[config.mk]
export PLATFORM = sky130hd
export DESIGN_NAME = pwm_input_conditioner
export DESIGN_NICKNAME = d
export VERILOG_FILES = /design/src/rtl/pwm_input_conditioner.sv
export SDC_FILE = /design/constraint.sdc
export NUM_CORES = 1
export LEC_CHECK = 0
export CORE_UTILIZATION = 49
export DETAILED_ROUTE_END_ITERATION = 8
export MAX_ROUTING_LAYER = met4
export PLACE_DENSITY_LB_ADDON = 0.25
export SYNTH_ARGS = -nofsm -noshare
export SYNTH_HDL_FRONTEND = slang
export SYNTH_SLANG_ARGS = --single-unit
[constraint.sdc]
create_clock -name clock_i -period 1.8 [get_ports clock_i]
set_input_delay 0.36 -clock clock_i [delete_from_list [all_inputs] [get_ports clock_i]]
set_output_delay 0.36 -clock clock_i [all_outputs]
set_load 0.05 [all_outputs]
[src/rtl/pwm_input_conditioner.sv]
// PWM input front end: synchroniser, symmetric glitch filter, edge strobes,
// rise-to-rise period measurement and signal-presence supervision.
module pwm_input_conditioner #(
    parameter  int SYNC_STAGES = 2,
    parameter  int FILTER_LEN  = 8,
    parameter  int MIN_PERIOD  = 10000,
    parameter  int MAX_PERIOD  = 30000,
    localparam int PW          = $clog2(MAX_PERIOD + 1)
) (
    input  logic          clock_i,
    input  logic          reset_i,
    input  logic          pwm_i,
    output logic          pwm_o,
    output logic          rise_o,
    output logic          fall_o,
    output logic [PW-1:0] period_o,
    output logic          period_valid_o,
    output logic          period_err_o,
    output logic          timeout_o,
    output logic          signal_ok_o
);

    // The filter count never needs to hold FILTER_LEN itself, only FILTER_LEN-1.
    localparam int FW = (FILTER_LEN > 1) ? $clog2(FILTER_LEN) : 1;

    localparam logic [FW-1:0] FILT_LAST = FW'(FILTER_LEN - 1);
    localparam logic [PW-1:0] MIN_CNT   = PW'(MIN_PERIOD);
    localparam logic [PW-1:0] MAX_CNT   = PW'(MAX_PERIOD);

    typedef enum logic [1:0] {
        LOST     = 2'd0,
        ARMED    = 2'd1,
        TRACKING = 2'd2
    } state_t;

    logic [SYNC_STAGES-1:0] sync_q;
    logic                   sync_level;
    logic [FW-1:0]          filt_cnt;
    logic                   accept;
    logic                   rise_evt;
    logic                   fall_evt;
    logic [PW-1:0]          cnt;
    logic                   cnt_sat;
    logic                   in_range;
    state_t                 state;

    assign sync_level = sync_q[SYNC_STAGES-1];

    // NOTE: sequential state uses non-blocking assignments so every flop samples pre-edge values.
    always_ff @(posedge clock_i or posedge reset_i) begin
        if (reset_i) begin
            sync_q <= '0;
        end else begin
            sync_q <= {sync_q[SYNC_STAGES-2:0], pwm_i};
        end
    end

    // A new level is accepted on the edge that would bring the count to FILTER_LEN.
    always_comb begin
        accept   = (sync_level != pwm_o) && (filt_cnt == FILT_LAST);
        rise_evt = accept && sync_level;
        fall_evt = accept && !sync_level;
    end

    always_ff @(posedge clock_i or posedge reset_i) begin
        if (reset_i) begin
            filt_cnt <= '0;
            pwm_o    <= 1'b0;
            rise_o   <= 1'b0;
            fall_o   <= 1'b0;
        end else begin
            rise_o <= rise_evt;
            fall_o <= fall_evt;
            if (accept) begin
                pwm_o <= sync_level;
            end
            if ((sync_level == pwm_o) || accept) begin
                filt_cnt <= '0;
            end else begin
                filt_cnt <= filt_cnt + FW'(1);
            end
        end
    end

    always_comb begin
        cnt_sat  = (cnt == MAX_CNT);
        in_range = (cnt >= MIN_CNT) && (cnt < MAX_CNT);
    end

    // Rise-to-rise counter: a rise restarts at 1 so two rises N cycles apart capture N.
    always_ff @(posedge clock_i or posedge reset_i) begin
        if (reset_i) begin
            cnt <= '0;
        end else if (rise_evt) begin
            cnt <= PW'(1);
        end else if (state == LOST) begin
            cnt <= '0;
        end else if (!cnt_sat) begin
            cnt <= cnt + PW'(1);
        end
    end

    // Supervisor FSM; a rise takes priority over a coincident timeout.
    always_ff @(posedge clock_i or posedge reset_i) begin
        if (reset_i) begin
            state          <= LOST;
            period_o       <= '0;
            period_valid_o <= 1'b0;
            period_err_o   <= 1'b0;
            timeout_o      <= 1'b0;
            signal_ok_o    <= 1'b0;
        end else begin
            period_valid_o <= 1'b0;
            period_err_o   <= 1'b0;
            timeout_o      <= 1'b0;
            case (state)
                LOST: begin
                    signal_ok_o <= 1'b0;
                    if (rise_evt) begin
                        state <= ARMED;
                    end
                end
                ARMED, TRACKING: begin
                    if (rise_evt) begin
                        period_o <= cnt;
                        if (in_range) begin
                            period_valid_o <= 1'b1;
                            state          <= TRACKING;
                            signal_ok_o    <= 1'b1;
                        end else begin
                            period_err_o <= 1'b1;
                            state        <= ARMED;
                            signal_ok_o  <= 1'b0;
                        end
                    end else if (cnt_sat) begin
                        timeout_o   <= 1'b1;
                        state       <= LOST;
                        signal_ok_o <= 1'b0;
                    end
                end
                default: begin
                    state       <= LOST;
                    signal_ok_o <= 1'b0;
                end
            endcase
        end
    end

endmodule

==> out/qor.yml, run 1 <==
outcome:
  status: "complete, no violations"
routing:
  firstDrtPassIters: 4
  routed_wl_mm: 3.63
  vias_per_cell: 5.40
  route.detailed.drc: 0
  drt_iter0_drc: 82
  vias: 1409
  drt.antenna.violating_nets: 0
  wl_per_cell_um: 13.9
yosys:
  ys_types: 34
  muxShareOfSynthArea: 0.0684
  synth_fa_ha_area_frac: 0.0380
  synth_warnings: 0
  synth_xor_area_frac: 0.0532
  synth.yosys.seq_area_share: 0.558
  synth_top_area_cell: "dfrtp_1"
  synth_area_leaders: "dfrtp_1 56%, mux2_2 6.8%, ha_1 3.8%"
  syn-num-nets: 187
  synth-seq-cells: 44
  syn-cell-area_um2: 1970
  avgSynthCellArea_um2: 11.1
  synth_compound_area_frac: 0.0570
  synth_edf_count: 0
  ys.flop_type: "dfrtp_1"
  synth_top_family_by_area: "simple AND/OR/NAND/NOR gates"
  synth_top_area_share: 0.558
  async_reset_ff_frac: 1.00
  yosys.area_share.simple: 0.189
  syn-instance-count: 178
cts:
  numCtsBuffers: 5
  clockRootBuffer: "clkbuf_8"
  ctsHtreeMaxLevel: 2
  clockBufferDepth: 2
  cts_hold_buf: 0
  post-cts-setup-buffers: 0
  tritoncts: "yes"
  clock_latency_ns: 0.30
  path_clk_slew_ns: 0.08
  numClockSinks: 44
cells_and_area:
  num-fill-cells: 308
  final_cell_mix: "44 x dfrtp_1, 32 x buf_4, 19 x nor2_1"
  multi_input_area_um2: 820
  final_util: 0.631
  regArea_um2: 1100
  final_area_um2: 2380
  syn2layout_area_growth_pct: 20.6
  drive_above_1_share: 0.268
  nets: 221
  final_common_cell: "dfrtp_1"
  diodes: 0
critical_path:
  crit_path_end_kind: "flop"
  crit_fanout: 3
  worstPathCellList: "or4_4 -> a311oi_2 -> a211oi_2 -> a41o_1"
  rrSetupSlack_ns: 0.07
  cp_slowest_cell: "or4_4"
  arrival_ns: 1.92
  required_ns: 1.99
  cp-start-kind: "flop"
  worstSetupPathType: "flop to flop"
  cp_slowest_stage_delay_ns: 0.54
placed_design:
  place_congestion: 0.823
  postPlaceCellArea_um2: 2270
  port_buffers: 24
  dp_hpwl_mm: 2.56
  pre_cts_slack_ns: 0.0287
floorplan:
  start_util: 0.524
  rows: 22
  fp.coreArea_um2: 3770
  ios: 25
  die_height_um: 65.5
  die_area_um2: 4290
  die-width_um: 65.5
timing:
  finalWorstSetupSlack_ns: 0.0733
  post-route-period-util: 0.959
  tightestPinTransition_ns: 0.452
  finClkSkew_ns: 0.00522
  min_period_ns: 1.73
  maxSlewViolCount: 0
  setup_viol: 0
  final_hold_viol_count: 0
  tns_ns: 0
  fin_hold_ws_ns: 0.352
  fmax_mhz: 579
  slew_headroom: 0.698
hold_path:
  holdCritPathClass: "flop to flop"
grt:
  grt_max_degree: 45
  overflow: 0
  met3_usage: 0.0521
  grt_util_all_layers: 0.209
  global_route.usage.met1: 0.273
  grtUsageMet2: 0.314
  grt_pass1_vias: 1424
  busiest_layer: "met2"
  antenna_found_initial: 0
  grt_first_pass_wirelength_mm: 6.49
power_and_ir_drop:
  cellPowerDensity_nw_per_um2: 826
  p_leak_nw: 1.15
  ir_worst_vdd_uv: 550
run:
  max_cap_viol_count: 0
critical path, delay by kind of cell, from the launching register on:
| family | cells | cell delay (ns) |
|---|---|---|
| compound gates | 3 | 0.70 |
| flops | 1 | 0.39 |
| simple gates | 1 | 0.54 |
layout make-up:
type | count | share of cell area
clock buffers | 8 | 0.0378
well taps | 48 | 0.0252
inverters | 8 | 0.0126
multi-input cells | 118 | 0.344
repair buffers | 35 | 0.118
flip-flops and latches | 44 | 0.462
path summary, 6_finish.rpt:
| kind | startpoint | end | cells after the start |
|---|---|---|---|
| hold / removal | sync_q[0] | sync_q[1] | 0 |
| hold reg to reg | sync_q[0] | sync_q[1] | 0 |
| max in group asynchronous | reset_i | fall_o | 3 |
| setup / recovery | cnt[4] | signal_ok_o | 4 |
| min in group asynchronous | reset_i | sync_q[1] | 3 |
| setup reg to reg | cnt[4] | signal_ok_o | 4 |
per-layer routing:
layer,wire length (µm),up-vias,part of all wire
li1,-,683,-
met1,1670,688,0.46
met2,1740,32,0.48
met3,162,6,0.045
met4,61,0,0.017
met5,0,-,0
repair_timing:
action	CTS	global route
endpoints found under the setup margin	0	18
gates resized for setup	0	3
hold endpoints to repair	0	0
flip-flops by register name (all words and copies together), names as in the netlist:
name	count
rise_o	1
filt_cnt	3
timeout_o	1
cnt	15
pwm_o	1
period_o	15
period_err_o	1
signal_ok_o	1
sync_q	2
state	2
fall_o	1
period_valid_o	1
metrics by stage:
stage,cells,total power (W)
4_1_cts,261,0.00199
5_1_grt,261,0.00207
2_1_floorplan,178,0.00127
6_report,261,0.00197
3_5_place_dp,253,0.00136
3_3_place_gp,253,0.00135
cells by family (layout without fill, tap and decap cells):
group                      Yosys count  in the layout
buffers and inverters               16             51
adders and majority gates            6              6
muxes                               12             12
and+or+nand+nor                     71             71
DFF                                 44             44
xor gates and xnor gates            12             12
AOI/OAI and AO/OA                   17             17
power breakdown:
part           internal (W)  switching [W]  total, W  leakage [nW]
Clock              0.000313       0.000309  0.000622        0.0455
Combinational      0.000109       0.000158  0.000266         0.502
Sequential          0.00104      0.0000401   0.00108         0.607
synth_stat cells (3+ instances only):
| cell type | n |
|---|---|
| dfrtp_1 | 44 |
| nor2_1 | 19 |
| nand2_1 | 15 |
| mux2_2 | 12 |
| inv_1 | 8 |
| o21ai_0 | 7 |
| xnor2_1 | 7 |
| ha_1 | 6 |
| nand4_1 | 6 |
| nor4_1 | 5 |
| xor2_1 | 5 |
| nand3_1 | 4 |
| nor3_1 | 4 |
| a21oi_1 | 3 |
| and3_1 | 3 |
| buf_2 | 3 |
| clkbuf_1 | 3 |
Note: power is estimated with default switching activity, not from simulation.
==> inputs of run 2 (changes only) <==
- CAP_MARGIN: default -> 20
==> results of run 2 <==
Same layout as run 1: the final DEF is identical, and so are final timing and power.
==> inputs of run 3 (changes only) <==
- ABC_AREA: default -> 1
- CORE_UTILIZATION: 49 -> 50
==> run 3 against run 2 <==
Sequential cell count unchanged; hold slack improved by 0.0093 ns; routed wire length increased by 16%; cell count increased by 29%; utilization decreased by 0.92 points.
==> out/qor.yml, run 3 <==
timing:
  tightestPinTransition_ns: 0.347  # was 0.452 ns
  min_period_ns: 1.59  # was 1.73 ns
  tns_ns: 0  # unchanged
  maxSlewViolCount: 0  # unchanged
  setup_viol: 0  # unchanged
  fmax_mhz: 631  # was 579 MHz
  post-route-period-util: 0.881  # was 0.959
  final_hold_viol_count: 0  # unchanged
  slew_headroom: 0.766  # was 0.698
  rsz0062_at_grt: "false"
  finClkSkew_ns: 0.00473  # was 0.00522 ns
cells_and_area:
  final_area_um2: 2540  # was 2380 µm²
  final_util: 0.622  # was 0.631
  nets: 294  # was 221
  instances_no_fill: 336  # was 261
  final_cell_mix: "59 x nand2_1, 44 x dfrtp_1, 26 x nor2_1"  # was 44 x dfrtp_1, 32 x buf_4, 19 x nor2_1
  syn2layout_area_growth_pct: 17.5  # was 20.6%
  num-fill-cells: 386  # was 308
  drive_above_1_share: 0.262  # was 0.268
  final_common_cell: "nand2_1"  # was dfrtp_1
  diodes: 0  # unchanged
  top_regs: "cnt x15, period_o x15, filt_cnt x3"  # unchanged
critical_path:
  arrival_ns: 1.81  # was 1.92 ns
  crit_end: "cnt[9]"  # was signal_ok_o
  timing.rr.start: "filt_cnt[0]"  # was cnt[4]
  worstSetupPathType: "flop to flop"  # unchanged
  cp-start-kind: "flop"  # unchanged
  required_ns: 2.02  # was 1.99 ns
  reg2regPathDepth: 7  # was 4
  crit_path_end_kind: "flop"  # unchanged
  critPathLaunch: "filt_cnt[0]"  # was cnt[4]
  rrSetupSlack_ns: 0.21  # was 0.07 ns
  reg2reg_to: "cnt[9]"  # was signal_ok_o
  crit_fanout: 9  # was 3
cts:
  numClockSinks: 44  # unchanged
  clockRootBuffer: "clkbuf_8"  # unchanged
  ctsHtreeMaxLevel: 2  # unchanged
  path_clk_slew_ns: 0.09  # was 0.08 ns
  cts_resized: 0  # unchanged
  cts_hold_buf: 0  # unchanged
  clockBufferDepth: 2  # unchanged
  tritoncts: "yes"  # unchanged
  numCtsBuffers: 5  # unchanged
  post-cts-setup-buffers: 0  # unchanged
  clock_latency_ns: 0.30  # about the same
routing:
  wl_per_cell_um: 12.5  # was 13.9 µm
  drt_iter0_drc: 94  # was 82
  routed_wl_mm: 4.22  # was 3.63 mm
  route.detailed.drc: 0  # unchanged
  vias_per_cell: 4.94  # was 5.40
  drt.antenna.violating_nets: 0  # unchanged
  vias: 1659  # was 1409
  firstDrtPassIters: 4  # unchanged
placed_design:
  dp.cells: 328  # was 253
  port_buffers: 24  # unchanged
  postPlaceCellArea_um2: 2430  # was 2270 µm²
  dp_hpwl_mm: 3.07  # was 2.56 mm
  place_congestion: 0.880  # was 0.823
floorplan:
  fp.coreArea_um2: 4090  # was 3770 µm²
  rows: 23  # was 22
  ios: 25  # unchanged
  die_area_um2: 4600  # was 4290 µm²
  die-width_um: 67.8  # was 65.5 µm
  start_util: 0.530  # was 0.524
  die_height_um: 67.8  # was 65.5 µm
outcome:
  status: "complete, no violations"  # unchanged
power_and_ir_drop:
  ir_worst_vdd_uv: 542  # was 550 µV
  p_leak_nw: 1.25  # was 1.15 nW
  cellPowerDensity_nw_per_um2: 921  # was 826 nW/µm²
grt:
  grt_max_degree: 45  # unchanged
  grt_pass1_vias: 1579  # was 1424
  grt_util_all_layers: 0.221  # was 0.209
  antenna_found_initial: 0  # unchanged
  overflow: 0  # unchanged
  grt_first_pass_wirelength_mm: 7.19  # was 6.49 mm
yosys:
  synth_warnings: 0  # unchanged
  synth_edf_count: 0  # unchanged
  synth_common_cells: "59 x nand2_1, 44 x dfrtp_1, 26 x nor2_1"  # was 44 x dfrtp_1, 19 x nor2_1, 15 x nand2_1
  synth.yosys.seq_area_share: 0.509  # was 0.558
  syn-cell-area_um2: 2160  # was 1970 µm²
  async_reset_ff_frac: 1.00  # unchanged
  ys_types: 27  # was 34
  syn-num-nets: 264  # was 187
  ys.flop_type: "dfrtp_1"  # unchanged
  syn-instance-count: 255  # was 178
  yosysMostFrequentCell: "nand2_1"  # was dfrtp_1
  synth_top_area_cell: "dfrtp_1"  # unchanged
  synth_area_leaders: "dfrtp_1 51%, nand2_1 10%, nor2_1 4.5%"  # was dfrtp_1 56%, mux2_2 6.8%, ha_1 3.8%
  synth-seq-cells: 44  # unchanged
  synth_top_area_share: 0.509  # was 0.558
  avgSynthCellArea_um2: 8.49  # was 11.1 µm²
hold_path:
  holdCritStartpoint: "sync_q[0]"  # unchanged
  holdCritPathClass: "flop to flop"  # unchanged
run:
  max_cap_viol_count: 0  # unchanged
==> run 3: changes by cell type in the layout (fill, tap and decap cells not counted), moves of 10 or more <==
| cell | delta |
|---|---|
| nand2_1 | +45 |
| inv_1 | +14 |
| inv_2 | +14 |
| o21ai_1 | +14 |
| mux2_2 | -12 |
| buf_4 | -10 |
==> run 3: area by class of cell <==
| cell class | count | area (µm²) | share of cell area |
|---|---|---|---|
| clock buffer | 5 | 68.8 | 0.0271 |
| sequential | 44 | 1100 | 0.433 |
| multi-input combinational | 171 | 903 | 0.355 |
| tap | 50 | 62.6 | 0.0246 |
| inverter | 37 | 139 | 0.0546 |
| timing repair buffer | 26 | 225 | 0.0886 |
| clock inverter | 3 | 42.5 | 0.0167 |
==> run 3: kinds of logic after synthesis <==
kind of cell               share of synthesized area
adders and majority gates                     0.0347
AOI/OAI and AO/OA                             0.0763
buffers and inverters                         0.0740
xor gates and xnor gates                     0.00405
and+or+nand+nor                                0.302
DFF                                            0.509
==> run 3: how the worst min path moves through the flow <==
stage	end	slack, ns	depth (start not counted)
2_1_floorplan	sync_q[1]	0.33	0
3_3_place_gp	sync_q[1]	0.33	0
3_5_place_dp	sync_q[1]	0.34	0
4_1_cts	sync_q[1]	0.36	0
5_1_grt	sync_q[1]	0.37	0
6_report	sync_q[1]	0.36	0
==> run 3: routing by layer <==
| metal | vias to the layer above | global-route usage | part of all wire |
|---|---|---|---|
| li1 | 859 | - | - |
| met1 | 768 | 0.283 | 0.48 |
| met2 | 28 | 0.354 | 0.48 |
| met3 | 4 | 0.0507 | 0.035 |
| met4 | 0 | 0.0547 | 0.010 |
| met5 | - | - | 0 |
==> run 3: metrics by stage <==
stage / total power, W / setup slack (ns) / hold slack, ns
5_1_grt: 0.00249 / 0.0499 / 0.369
6_report: 0.00234 / 0.214 / 0.361
3_3_place_gp: 0.00159 / 0.273 / 0.334
4_1_cts: 0.00236 / 0.197 / 0.360
2_1_floorplan: 0.00149 / 0.377 / 0.331
3_5_place_dp: 0.00161 / 0.234 / 0.340
==> run 3: report_power, final <==
| part | switching [W] | total (W) | internal, W |
|---|---|---|---|
| Sequential | 0.0000498 | 0.00111 | 0.00106 |
| Clock | 0.000346 | 0.000757 | 0.000411 |
| Combinational | 0.000325 | 0.000479 | 0.000153 |
| Total | 0.000721 | 0.00234 | 0.00162 |
==> run 3: critical path: stages, from the launching register on <==
cell and delay [ns]:
dfrtp_1 0.39, ha_1 0.20, ha_1 0.22, nand2_4 0.13, nand2_1 0.15, inv_2 0.18
o21ai_0 0.11, a21oi_1 0.13
